--- src/rtl/receivers_readout_scheduler_pkg.sv ---
// rtl/receivers_readout_scheduler_pkg.sv - shared constants and FSM encoding for the receiver readout scheduler
package receivers_readout_scheduler_pkg;

    localparam logic [7:0] SEL_IDLE = 8'hFF;
    localparam int         BLOCK_W  = 41;
    localparam int         RX_ID_W  = 4;

    typedef enum logic [1:0] {
        ST_IDLE   = 2'd0,
        ST_REQ    = 2'd1,
        ST_WAIT   = 2'd2,
        ST_OUTPUT = 2'd3
    } state_t;

endpackage

--- src/rtl/receivers_readout_scheduler_rr_eligible_picker.sv ---
// rtl/receivers_readout_scheduler_rr_eligible_picker.sv - round-robin first-eligible channel search
// eligible : per-channel request vector
// ptr      : search start channel (always < N)
// found    : at least one channel eligible
// idx      : first eligible channel at or after ptr, wrapping at N
module rr_eligible_picker
    import receivers_readout_scheduler_pkg::*;
#(
    parameter int N = 4
) (
    input  logic [N-1:0]       eligible,
    input  logic [RX_ID_W-1:0] ptr,
    output logic               found,
    output logic [RX_ID_W-1:0] idx
);

    // Two descending passes: the last assignment wins, so the second pass
    // (channels >= ptr) overrides the wrapped pass (channels < ptr), and
    // within each pass the lowest index wins.
    always_comb begin
        found = 1'b0;
        idx   = '0;
        for (int c = N - 1; c >= 0; c--) begin
            if (eligible[c] && (RX_ID_W'(c) < ptr)) begin
                found = 1'b1;
                idx   = RX_ID_W'(c);
            end
        end
        for (int c = N - 1; c >= 0; c--) begin
            if (eligible[c] && (RX_ID_W'(c) >= ptr)) begin
                found = 1'b1;
                idx   = RX_ID_W'(c);
            end
        end
    end

endmodule

--- src/rtl/receivers_readout_scheduler.sv ---
// rtl/receivers_readout_scheduler.sv - round-robin block readout from per-channel decoded-block RAMs
// clk_96MHz, reset      : clock, async active-high reset
// avl_blocks_nb         : per-channel available block count (8 bits each)
// data_ready            : per-channel RAM word valid for current select
// block_wanted          : per-channel RAM word (41 bits each)
// block_wanted_number   : per-channel block select, 8'hFF when idle
// out_valid/out_ready   : output stream handshake
// out_block, out_rx_id  : forwarded word and its source channel
// timeout_count         : saturating count of abandoned requests
module receivers_readout_scheduler
    import receivers_readout_scheduler_pkg::*;
#(
    parameter int NB_RECEIVERS   = 4,
    parameter int TIMEOUT_CYCLES = 15
) (
    input  logic                          clk_96MHz,
    input  logic                          reset,
    input  logic [8*NB_RECEIVERS-1:0]     avl_blocks_nb,
    input  logic [NB_RECEIVERS-1:0]       data_ready,
    input  logic [BLOCK_W*NB_RECEIVERS-1:0] block_wanted,
    output logic [8*NB_RECEIVERS-1:0]     block_wanted_number,
    output logic                          out_valid,
    input  logic                          out_ready,
    output logic [BLOCK_W-1:0]            out_block,
    output logic [RX_ID_W-1:0]            out_rx_id,
    output logic [7:0]                    timeout_count
);

    state_t               state, state_next;
    logic [RX_ID_W-1:0]   grant, ptr;
    logic [7:0]           rd_idx [NB_RECEIVERS];
    logic [7:0]           timer;
    logic [NB_RECEIVERS-1:0] eligible, cleared;
    logic                 pick_found;
    logic [RX_ID_W-1:0]   pick_idx;
    logic                 dr_g;
    logic [BLOCK_W-1:0]   blk_g;
    logic                 got_data, timed_out, accepted, done;

    always_comb begin
        for (int i = 0; i < NB_RECEIVERS; i++) begin
            eligible[i] = avl_blocks_nb[8*i +: 8] > rd_idx[i];
            cleared[i]  = avl_blocks_nb[8*i +: 8] < rd_idx[i];
        end
    end

    rr_eligible_picker #(.N(NB_RECEIVERS)) u_picker (
        .eligible (eligible),
        .ptr      (ptr),
        .found    (pick_found),
        .idx      (pick_idx)
    );

    always_comb begin
        dr_g  = 1'b0;
        blk_g = '0;
        for (int i = 0; i < NB_RECEIVERS; i++) begin
            if (grant == RX_ID_W'(i)) begin
                dr_g  = data_ready[i];
                blk_g = block_wanted[BLOCK_W*i +: BLOCK_W];
            end
        end
    end

    // timer == 0 marks the first WAIT cycle, where data_ready still reflects
    // the previous select and must be ignored.
    assign got_data  = (state == ST_WAIT) && (timer != 8'd0) && dr_g;
    assign timed_out = (state == ST_WAIT) && !got_data && (timer == 8'(TIMEOUT_CYCLES - 1));
    assign accepted  = (state == ST_OUTPUT) && out_ready;
    assign done      = timed_out || accepted;

    always_comb begin
        state_next          = state;
        out_valid           = 1'b0;
        block_wanted_number = {NB_RECEIVERS{SEL_IDLE}};
        case (state)
            ST_IDLE:   if (pick_found) state_next = ST_REQ;
            ST_REQ:    state_next = ST_WAIT;
            ST_WAIT: begin
                if (got_data)       state_next = ST_OUTPUT;
                else if (timed_out) state_next = ST_IDLE;
            end
            ST_OUTPUT: begin
                out_valid = 1'b1;
                if (out_ready) state_next = ST_IDLE;
            end
            default:   state_next = ST_IDLE;
        endcase
        if (state == ST_REQ || state == ST_WAIT) begin
            for (int i = 0; i < NB_RECEIVERS; i++) begin
                if (grant == RX_ID_W'(i)) block_wanted_number[8*i +: 8] = rd_idx[i];
            end
        end
    end

    always_ff @(posedge clk_96MHz or posedge reset) begin
        if (reset) begin
            state         <= ST_IDLE;
            grant         <= '0;
            ptr           <= '0;
            timer         <= 8'd0;
            out_block     <= '0;
            out_rx_id     <= '0;
            timeout_count <= 8'd0;
            for (int i = 0; i < NB_RECEIVERS; i++) rd_idx[i] <= 8'd0;
        end else begin
            state <= state_next;
            if (state == ST_IDLE && pick_found) grant <= pick_idx;

            if (state == ST_REQ)       timer <= 8'd0;
            else if (state == ST_WAIT) timer <= timer + 8'd1;

            if (got_data) begin
                out_block <= blk_g;
                out_rx_id <= grant;
            end

            if (timed_out && timeout_count != 8'hFF) timeout_count <= timeout_count + 8'd1;

            if (done) ptr <= (grant == RX_ID_W'(NB_RECEIVERS - 1)) ? '0 : grant + 1'b1;

            // A RAM clear on the channel being served is deferred to the end of
            // its transaction so the select stays stable while the RAM answers.
            // The index stops at 8'hFF, which no count can exceed, so the last
            // block read is 254.
            for (int i = 0; i < NB_RECEIVERS; i++) begin
                if (done && grant == RX_ID_W'(i)) begin
                    if (cleared[i])              rd_idx[i] <= 8'd0;
                    else if (rd_idx[i] != 8'hFF) rd_idx[i] <= rd_idx[i] + 8'd1;
                end else if (cleared[i] &&
                             !((state == ST_WAIT || state == ST_OUTPUT) && grant == RX_ID_W'(i))) begin
                    rd_idx[i] <= 8'd0;
                end
            end
        end
    end

endmodule

--- config.mk ---
export PLATFORM = sky130hd
export DESIGN_NAME = receivers_readout_scheduler
export DESIGN_NICKNAME = d
export VERILOG_FILES = /design/src/rtl/receivers_readout_scheduler_pkg.sv /design/src/rtl/receivers_readout_scheduler_rr_eligible_picker.sv /design/src/rtl/receivers_readout_scheduler.sv
export SDC_FILE = /design/constraint.sdc
export NUM_CORES = 1
export LEC_CHECK = 0
export CAP_MARGIN = 20
export CELL_PAD_IN_SITES_DETAIL_PLACEMENT = 1
export CELL_PAD_IN_SITES_GLOBAL_PLACEMENT = 2
export CORE_ASPECT_RATIO = 1.5
export CORE_UTILIZATION = 25
export CTS_CLUSTER_SIZE = 8
export DETAILED_ROUTE_END_ITERATION = 7
export PLACE_DENSITY_LB_ADDON = 0.1
export SLEW_MARGIN = 10
export SYNTH_ARGS = -nofsm -noshare
export SYNTH_HDL_FRONTEND = slang
export SYNTH_SLANG_ARGS = --single-unit
--- constraint.sdc ---
create_clock -name clk_96MHz -period 4.9 [get_ports clk_96MHz]
set_input_delay 0.98 -clock clk_96MHz [delete_from_list [all_inputs] [get_ports clk_96MHz]]
set_output_delay 0.98 -clock clk_96MHz [all_outputs]
set_load 0.005 [all_outputs]
==> results.json <==
{
  "drt_iter0_drc": 219,
  "cts_sinks": 97,
  "synth_compound_area_frac": 0.263,
  "clockBufferDepth": 2,
  "fmax_mhz": 284,
  "yosysUniqueCellTypes": 56,
  "final_cell_mix": "clkdlybuf4s50_1 (286), o21ai_0 (116), dfrtp_1 (97)",
  "pin_count": 289,
  "synth-seq-area-share": 0.359,
  "cts_tree": "built",
  "viasPerCell": 5.01,
  "synth-xor-area-share": 0.0311,
  "worst_pin_slew_ns": 0.892,
  "gr-usage-all-layers": 0.197,
  "syn_to_final_growth_pct": 52.3,
  "cts-hold-fix-buffers": 0,
  "synth_edf_count": 0,
  "cp_slowest_cell": "buf_4",
  "synthMuxAreaShare": 0.00629,
  "report.final.slew_viol_count": 0,
  "critical_path_required_ns": 3.92,
  "status": "completed",
  "dieArea_sq_um": 27700,
  "num_antenna_cells": 0,
  "hold_viol": 0,
  "dr.pass1.iters": 4,
  "hpwl_um": 21000,
  "yosys.area_share.adder": 0.0888,
  "rr_startpoint": "grant[0]",
  "critPathBufInv": 3,
  "globalplace.congestion": 0.780,
  "grt_pass1_wl_um": 42000,
  "drv_cap": 0,
  "crit_fanout": 38,
  "worstSetupPathType": "reg -> out",
  "drtAntennaViolNets": 0,
  "p_per_area_nw_per_um2": 455,
  "hold_start": "out_block[40]",
  "crit_path_end_kind": "output pin",
  "netlist_instances": 829,
  "finClkSkew_ns": 0.00803,
  "wirelength_um": 27000,
  "via_count": 7168,
  "synth_top_family_by_area": "compound AO/OA/AOI/OAI gates",
  "fin_setup_tns_ns": 0,
  "drc": 0,
  "port_buffers": 286,
  "start_util": 0.254,
  "hold_ws_ns": 0.481,
  "num_rows": 73,
  "final_layout_size_suffix_gt1_frac": 0.0384,
  "grt_overflow": 0,
  "core-area_sq_um": 26600,
  "htreeDepth": 3,
  "place_area_sq_um": 9960,
  "fin_crit_ns": 3.53,
  "cts_resized": 0,
  "rsz0062_at_grt": "false",
  "synth_area_per_cell_sq_um": 8.15,
  "ys_seq_elements": 97,
  "antenna_found_initial": 1,
  "die_x_um": 136,
  "slowest_delay_ns": 0.51,
  "ys_warn_count": 0,
  "die_h_um": 203,
  "ys_async_sr_fraction": 1.00,
  "fin_crit_sh": 0.720,
  "worstSetupStartpoint": "grant[1]",
  "setup_viol_count_final": 0,
  "synthSimpleGateAreaFrac": 0.193,
  "root_buffer": "clkbuf_16",
  "total_power_mw": 4.68,
  "final_nets": 1339,
  "final_area_sq_um": 10300,
  "crit_chain": "inv_1 -> ha_2 -> buf_4 -> nand3_1 -> clkdlybuf4s50_1",
  "slew_headroom": 0.402,
  "cp-start-kind": "register",
  "ir_drop_v": 0.000228,
  "synthFlopType": "dfrtp_1",
  "clkLatencyLatePin_ns": 0.36,
  "final_common_cell": "clkdlybuf4s50_1",
  "clk_pin_slew_ns": 0.07,
  "numCtsBuffers": 9,
  "p_leak_nw": 4.19,
  "wl_per_cell_um": 18.9,
  "critPathTopFamily": "buffers and inverters",
  "arrival_ns": 2.55,
  "grt_max_degree": 84,
  "post_cts_buffers": 0,
  "grt_pass1_vias": 7542,
  "syn_area_sq_um": 6760,
  "hold_class": "reg -> reg"
}
## cell usage after synthesis, types with 2 or more instances
| cell type | number | share of area |
|---|---|---|
| nand3_2 | 2 | 0.0030 |
| o31ai_1 | 6 | 0.0067 |
| mux2_2 | 2 | 0.0033 |
| o22ai_1 | 4 | 0.0037 |
| ha_1 | 48 | 0.089 |
| a31oi_1 | 2 | 0.0019 |
| xnor2_1 | 21 | 0.027 |
| mux2i_1 | 2 | 0.0030 |
| o211ai_1 | 2 | 0.0022 |
| buf_4 | 2 | 0.0022 |
| nor4_1 | 2 | 0.0019 |
| a32o_1 | 3 | 0.0044 |
| nor2b_1 | 9 | 0.0083 |
| nor2_1 | 78 | 0.043 |
| o41ai_1 | 4 | 0.0052 |
| nand2b_1 | 4 | 0.0037 |
| xor2_1 | 3 | 0.0039 |
| nand2_1 | 91 | 0.051 |
| a21o_1 | 6 | 0.0067 |
| nor3_1 | 7 | 0.0052 |
| o21ai_0 | 116 | 0.086 |
| nand3_1 | 48 | 0.036 |
| and4_1 | 2 | 0.0026 |
| nor3b_1 | 2 | 0.0022 |
| a211oi_1 | 5 | 0.0056 |
| nand4_1 | 13 | 0.012 |
| dfrtp_1 | 97 | 0.36 |
| a221oi_1 | 2 | 0.0026 |
| a22o_1 | 3 | 0.0039 |
| inv_1 | 50 | 0.028 |
| or3_1 | 4 | 0.0037 |
| a221o_1 | 42 | 0.062 |
| a41o_1 | 2 | 0.0030 |
| a21oi_1 | 62 | 0.046 |
| o21a_1 | 4 | 0.0044 |
| buf_2 | 2 | 0.0015 |
| clkbuf_1 | 37 | 0.021 |
| buf_1 | 8 | 0.0044 |
| and3_1 | 11 | 0.010 |
| nand3b_1 | 5 | 0.0056 |
## through the flow
step / cells / utilization / setup slack (ns)
final: 1430 / 0.387 / 1.37
after global routing: 1430 / 0.387 / 1.08
after CTS: 1430 / 0.387 / 1.31
after detailed placement: 1414 / 0.375 / 1.23
after global placement: 1414 / 0.375 / 1.25
after floorplan: 830 / - / 1.39
## flip-flops by register name, indices dropped and copies added (netlist names)
signal and count:
out_block 41, state 2, timer 8, out_rx_id 2, grant 2, ptr 2
rd_idx 32, timeout_count 8
## cells by family (layout without fill, tap and decap cells)
| group | Yosys count | after routing |
|---|---|---|
| and+or+nand+nor | 281 | 281 |
| AOI/OAI and AO/OA | 274 | 274 |
| buffers and inverters | 100 | 363 |
| DFF | 97 | 97 |
| adders and majority gates | 48 | 48 |
| xor gates and xnor gates | 24 | 24 |
| muxes | 4 | 4 |
| other | 1 | 2 |
## power breakdown
group | internal [mW] | switching [mW]
clock | 0.474 | 0.328
combinational | 1.27 | 1.45
sequential | 1.01 | 0.152
## metal layers
layer | vias up | wire length [um] | track usage
met3 | 20 | 1670 | 0.0341
met5 | - | 13 | 0
met4 | 2 | 363 | 0.0567
met2 | 187 | 14200 | 0.371
met1 | 3447 | 10700 | 0.221
li1 | 3512 | - | -
## tightest hold or removal path, stage by stage, from the launching register on
cell and delay [ns]:
dfrtp_1 0.34, nand2_1 0.05, o21ai_0 0.06
## worst paths after layout
check                                          end  slack, ns  cells after the start
max                        block_wanted_number[11]       1.37                      5
min                                  out_block[40]       0.48                      2
max reg2reg                          out_block[17]       1.38                      8
min reg2reg                          out_block[40]       0.48                      2
max in group asynchronous               rd_idx[24]       3.03                      3
min in group asynchronous         timeout_count[2]       1.03                      2
## cell type report
cell class	count	area, sq um
clock buffer	11	253
tap	337	422
timing repair buffer	297	2950
clock inverter	5	77.6
multi-input combinational	633	3980
sequential	97	2430
inverter	50	190
fill	3160	16300
Note: power is estimated with default switching activity, not from simulation.
==> RTL edit 1: new RTL, same settings <==
Set the parameter `NB_RECEIVERS` to 2 (it was 4).
--- a/src/rtl/receivers_readout_scheduler.sv
+++ b/src/rtl/receivers_readout_scheduler.sv
@@ -10,7 +10,7 @@
 module receivers_readout_scheduler
     import receivers_readout_scheduler_pkg::*;
 #(
-    parameter int NB_RECEIVERS   = 4,
+    parameter int NB_RECEIVERS   = 2,
     parameter int TIMEOUT_CYCLES = 15
 ) (
     input  logic                          clk_96MHz,
Ports: changed (resized avl_blocks_nb, block_wanted, block_wanted_number and data_ready); port bits go from 289 to 173. No check against the original RTL was run, so the function may have changed too.
==> RTL edit 1 against the unedited design <==
- routed wire length shrank 49%
- die area fell by 35%
- sequential cell count down 19
- largest cell class unchanged
- power shrank 30%
- cell area shrank 36%
- critical path depth rose by 1
- setup slack better by 0.034 ns
- synthesized area is 35% lower
==> RTL edit 1: results (changes against the unedited design) <==
outcome completed; Hold Path Cell Cnt 2 (unchanged); LEAKAGE 2.90 nW (-31%); GRT Total Usage 15.6% (-4.1 points); Worst Min Path Start out_block[35]; number of global-route vias before repair 4397 (-42%); switching portion of total power 35.2% (-6.0 points); first-pass GRT wire length 21.7 mm (-48%); Root Driver clkbuf_16; Synth cell types 50 (-11%); initial antenna violation count 0 (-1); Largest regs out_block (41), rd_idx (16); share of layout cells above drive strength 1 4.88% (+1.0 points); Port Buf Inserts 169 (-41%); Worst Setup SP state[0]; antenna fix cells 0 (unchanged); peak supply drop 0.000221 V (-3.0%); Post-Route Hold Slack 0.479 ns (-0.00147 ns); post-place instance area 6290 sq um (-37%); GP Congestion 0.764 (-2.1%); largest net degree at the start of global routing 48 (-43%); clock skew 0.0110 ns (+0.00292 ns); via count 4010 (-44%); # resized after CTS 0 (unchanged); Worst Path Max Fanout 21 (-45%); drt total wl 13.7 mm (-49%); Commonest cells post-synth dfrtp_1 (78), nand2_1 (76), o21ai_0 (63); power share of the combinational group 47.3% (-11 points); Hold Path Sink out_block[35]; post-DP HPWL 10.6 mm (-50%); largest cells by area after synthesis dfrtp_1 (45%), mux2i_1 (10%), ha_1 (7.7%); # fillers 1994 (-37%); DRT iter0 DRCs 108 (-51%); crit path DAT 2.51 ns (-0.04 ns); worst r2r dst rd_idx[13]; latest clock arrival within the worst-skew pair 0.33 ns (-0.03 ns); worst r2r path cells 5 (-3); Pwr Density 496 nW/um^2 (+9.1%); NumNets Final 760 (-43%); clock network power 678 uW (-15%); R2R Setup Slk 1.75 ns (+0.37 ns); Seq/Total Area, Yosys 44.5% (+8.6 points); worst slew pin tran 1.10 ns (+0.203 ns)
## RTL edit 1: critical path, stage by stage (launching register included)
cell	delay (ns)
dfrtp_1	0.42
inv_1	0.12
ha_1	0.29
buf_4	0.23
nor2b_1	0.55
nand2_1	0.12
clkdlybuf4s50_1	0.47
## RTL edit 1: worst max path at each step
stage	end	cells after the start
after floorplan	grant[0]	1
after global placement	rd_idx[14]	7
after detailed placement	rd_idx[13]	7
after CTS	block_wanted_number[5]	6
after global routing	block_wanted_number[3]	6
final	block_wanted_number[3]	6
## RTL edit 1: logic make-up (layout without fill, tap and decap cells)
group	Yosys count	in the layout	share of synthesized area [%]
xor gates and xnor gates	11	11	2.20
adders and majority gates	27	27	7.71
other	1	3	0.0855
DFF	78	78	44.5
AOI/OAI and AO/OA	107	107	14.6
and+or+nand+nor	148	148	15.9
muxes	46	46	10.6
buffers and inverters	47	215	4.39
## RTL edit 1: routing by layer
| metal | track usage (%) | part of all wire (%) | wire length, um | up-vias |
|---|---|---|---|---|
| li1 | - | - | - | 1958 |
| met4 | 5.38 | 1.7 | 228 | 0 |
| met3 | 3.97 | 5.8 | 792 | 12 |
| met5 | 0 | 0 | 0 | - |
| met1 | 16.7 | 39 | 5360 | 1923 |
| met2 | 28.9 | 53 | 7340 | 117 |
## RTL edit 1: final cells by class
type                       count  area (sq um)  area share (%)
clock buffer                  11           243            3.69
multi-input combinational    342          2250            34.1
clock inverter                 5          56.3           0.855
timing repair buffer         174          1730            26.3
sequential                    78          1950            29.7
inverter                      25          95.1            1.44
tap                          210           263            3.99
## RTL edit 1: metrics by stage
step | worst slack [ns] | instances
final | 1.41 | 845
after detailed placement | 1.38 | 829
after global routing | 1.20 | 845
after global placement | 1.46 | 829
after floorplan | 1.92 | 467
after CTS | 1.34 | 845
==> RTL edit 2: new RTL, same settings <==
Without the edit above. Encoding of `state_t`: now Gray code (2 bits for 4 states).
--- a/src/rtl/receivers_readout_scheduler_pkg.sv
+++ b/src/rtl/receivers_readout_scheduler_pkg.sv
@@ -6,10 +6,10 @@
     localparam int         RX_ID_W  = 4;
 
     typedef enum logic [1:0] {
-        ST_IDLE   = 2'd0,
-        ST_REQ    = 2'd1,
-        ST_WAIT   = 2'd2,
-        ST_OUTPUT = 2'd3
+        ST_IDLE   = 2'b00,
+        ST_REQ    = 2'b01,
+        ST_WAIT   = 2'b11,
+        ST_OUTPUT = 2'b10
     } state_t;
 
 endpackage
Check against the original RTL: same outputs for any inputs over 4 cycles, from zero or initial values and one cycle with reset high; so few cycles prove little.
==> RTL edit 2 against the unedited design <==
- cell area is 0.18% lower
- maximum frequency rose by 4.3%
- global-route usage decreased by 0.081 points
- setup slack better by 0.15 ns
- first-iteration DRC count is 3.2% lower
- power increased by 4.1%
- synthesized area is 1.5% higher
- routed wire length shrank 1.3%
- clock power is 9.1% lower
- sequential cell count is the same
- synthesized cell count up 4.6%
- largest cell class unchanged
- largest power group unchanged
- highest routed layer is now met4
==> RTL edit 2: results (changes against the unedited design) <==
initial antenna violation count 0 (-1); Internal Power 2.75 mW (-0.28%); largest cells by area after synthesis dfrtp_1 (35%), ha_1 (8.0%), a21oi_1 (7.6%); DR pass1 iterations 4 (unchanged); Synth cell types 68 (+21%); share of layout cells above drive strength 1 4.02% (+0.18 points); Ys Warns 0 (unchanged); Worst-path clk slew 0.07 ns (about the same); Hold Path Sink out_block[2]; post-DP HPWL 20.9 mm (-0.63%); clock skew 0.00751 ns (-0.000514 ns); Post-Synth XOR/XNOR Area 3.06% (-0.046 points); GRT Total Usage 19.6% (-0.081 points); Slew HR 33.5% (-6.8 points); Post-Route Hold Slack 0.477 ns (-0.00399 ns); met3 Track Usage GR 6.09% (+2.7 points); worst hold path class reg2reg; latest clock arrival within the worst-skew pair around 0.35 ns; LEAKAGE 4.30 nW (+2.8%); post-synthesis mux area share 0.620% (-0.0093 points); number of global-route vias before repair 7615 (+0.97%); pre-CTS setup slack 1.16 ns (-0.0648 ns); largest net degree at the start of global routing 89 (+6.0%); clk buf depth 2 (unchanged); adder-cell share of the synthesized area 8.02% (-0.86 points); prevailing post-synth register cell dfrtp_1; Largest regs out_block (41), rd_idx (32); Placed Instances 1441 (+1.9%); antenna fix cells 0 (unchanged); met1 Resource Use GR 20.7% (-1.4 points); worst r2r path cells 8 (unchanged); via count 7077 (-1.3%); vias per inst 4.86 (-3.1%); first-pass GRT wire length 41.9 mm (-0.18%); outcome completed; GP Congestion 0.762 (-2.4%); Mapped Cells 867 (+4.6%); H-tree depth 3 (unchanged); Worst Path Max Fanout 15 (-61%); setup repair bufs after CTS 0 (unchanged); Num CTS Buffers 9 (unchanged); complex-gate fraction of the synthesized area 24.1% (-2.1 points); # resized after CTS 0 (unchanged); DRT iter0 DRCs 212 (-3.2%); Seq/Total Area, Yosys 35.4% (-0.53 points); worst r2r dst rd_idx[9]; Root Driver clkbuf_16; Worst R2R Start grant[0]; Async SR Flop Fraction 100% (unchanged); post-place instance area 9990 sq um (+0.21%); crit end category register; CP Launch Type register; R2R Setup Slk 1.52 ns (+0.14 ns); Commonest cells post-synth nor2_1 (113), a21oi_1 (104), dfrtp_1 (97); drt total wl 26.6 mm (-1.3%); Setup WS post-layout 1.52 ns (+0.147 ns); Worst Min Path Start out_block[2]; peak supply drop 0.000264 V (+16%); met2 Use GR 37.1% (about the same)
-- RTL edit 2: cell types whose count changed after synthesis, moves of 5 or more --
| cell | unedited run | this run |
|---|---|---|
| a21oi_1 | 62 | 104 |
| nand4_1 | 13 | 21 |
| a221o_1 | 42 | 2 |
| a22oi_1 | 1 | 41 |
| nand3_1 | 48 | 55 |
| nor2b_1 | 9 | 4 |
| o21ai_0 | 116 | 63 |
| nor2_1 | 78 | 113 |
-- RTL edit 2: metal layers --
layer | vias to the layer above | routed length [um]
met5 | - | 0
met4 | 0 | 282
met3 | 12 | 1850
met2 | 199 | 14400
met1 | 3290 | 10100
li1 | 3576 | -
-- RTL edit 2: worst max-delay path: stages, from the launching register on --
cell and delay [ns]:
dfrtp_1 0.46, inv_1 0.18, ha_1 0.60, nor4bb_2 0.49
a2111oi_4 0.12, o21a_4 0.31, nor2_1 0.46, a21oi_1 0.34
o31ai_1 0.32
-- RTL edit 2: layout make-up --
| class | count | area [sq um] |
|---|---|---|
| fillers | 3198 | 16500 |
| multi-input cells | 666 | 4030 |
| repair buffers | 292 | 2920 |
| flip-flops and latches | 97 | 2430 |
| well taps | 337 | 422 |
| clock buffers | 13 | 250 |
| inverters | 49 | 186 |
| clock inverters | 3 | 40.0 |
-- RTL edit 2: power by group through the flow --
stage	Sequential, mW	Clock [mW]	Combinational, mW
2_1_floorplan	1.23	0	1.74
3_3_place_gp	1.35	0	2.85
3_5_place_dp	1.36	0	2.87
4_1_cts	1.34	0.757	2.88
5_1_grt	1.39	0.784	3.20
6_report	1.33	0.729	2.81
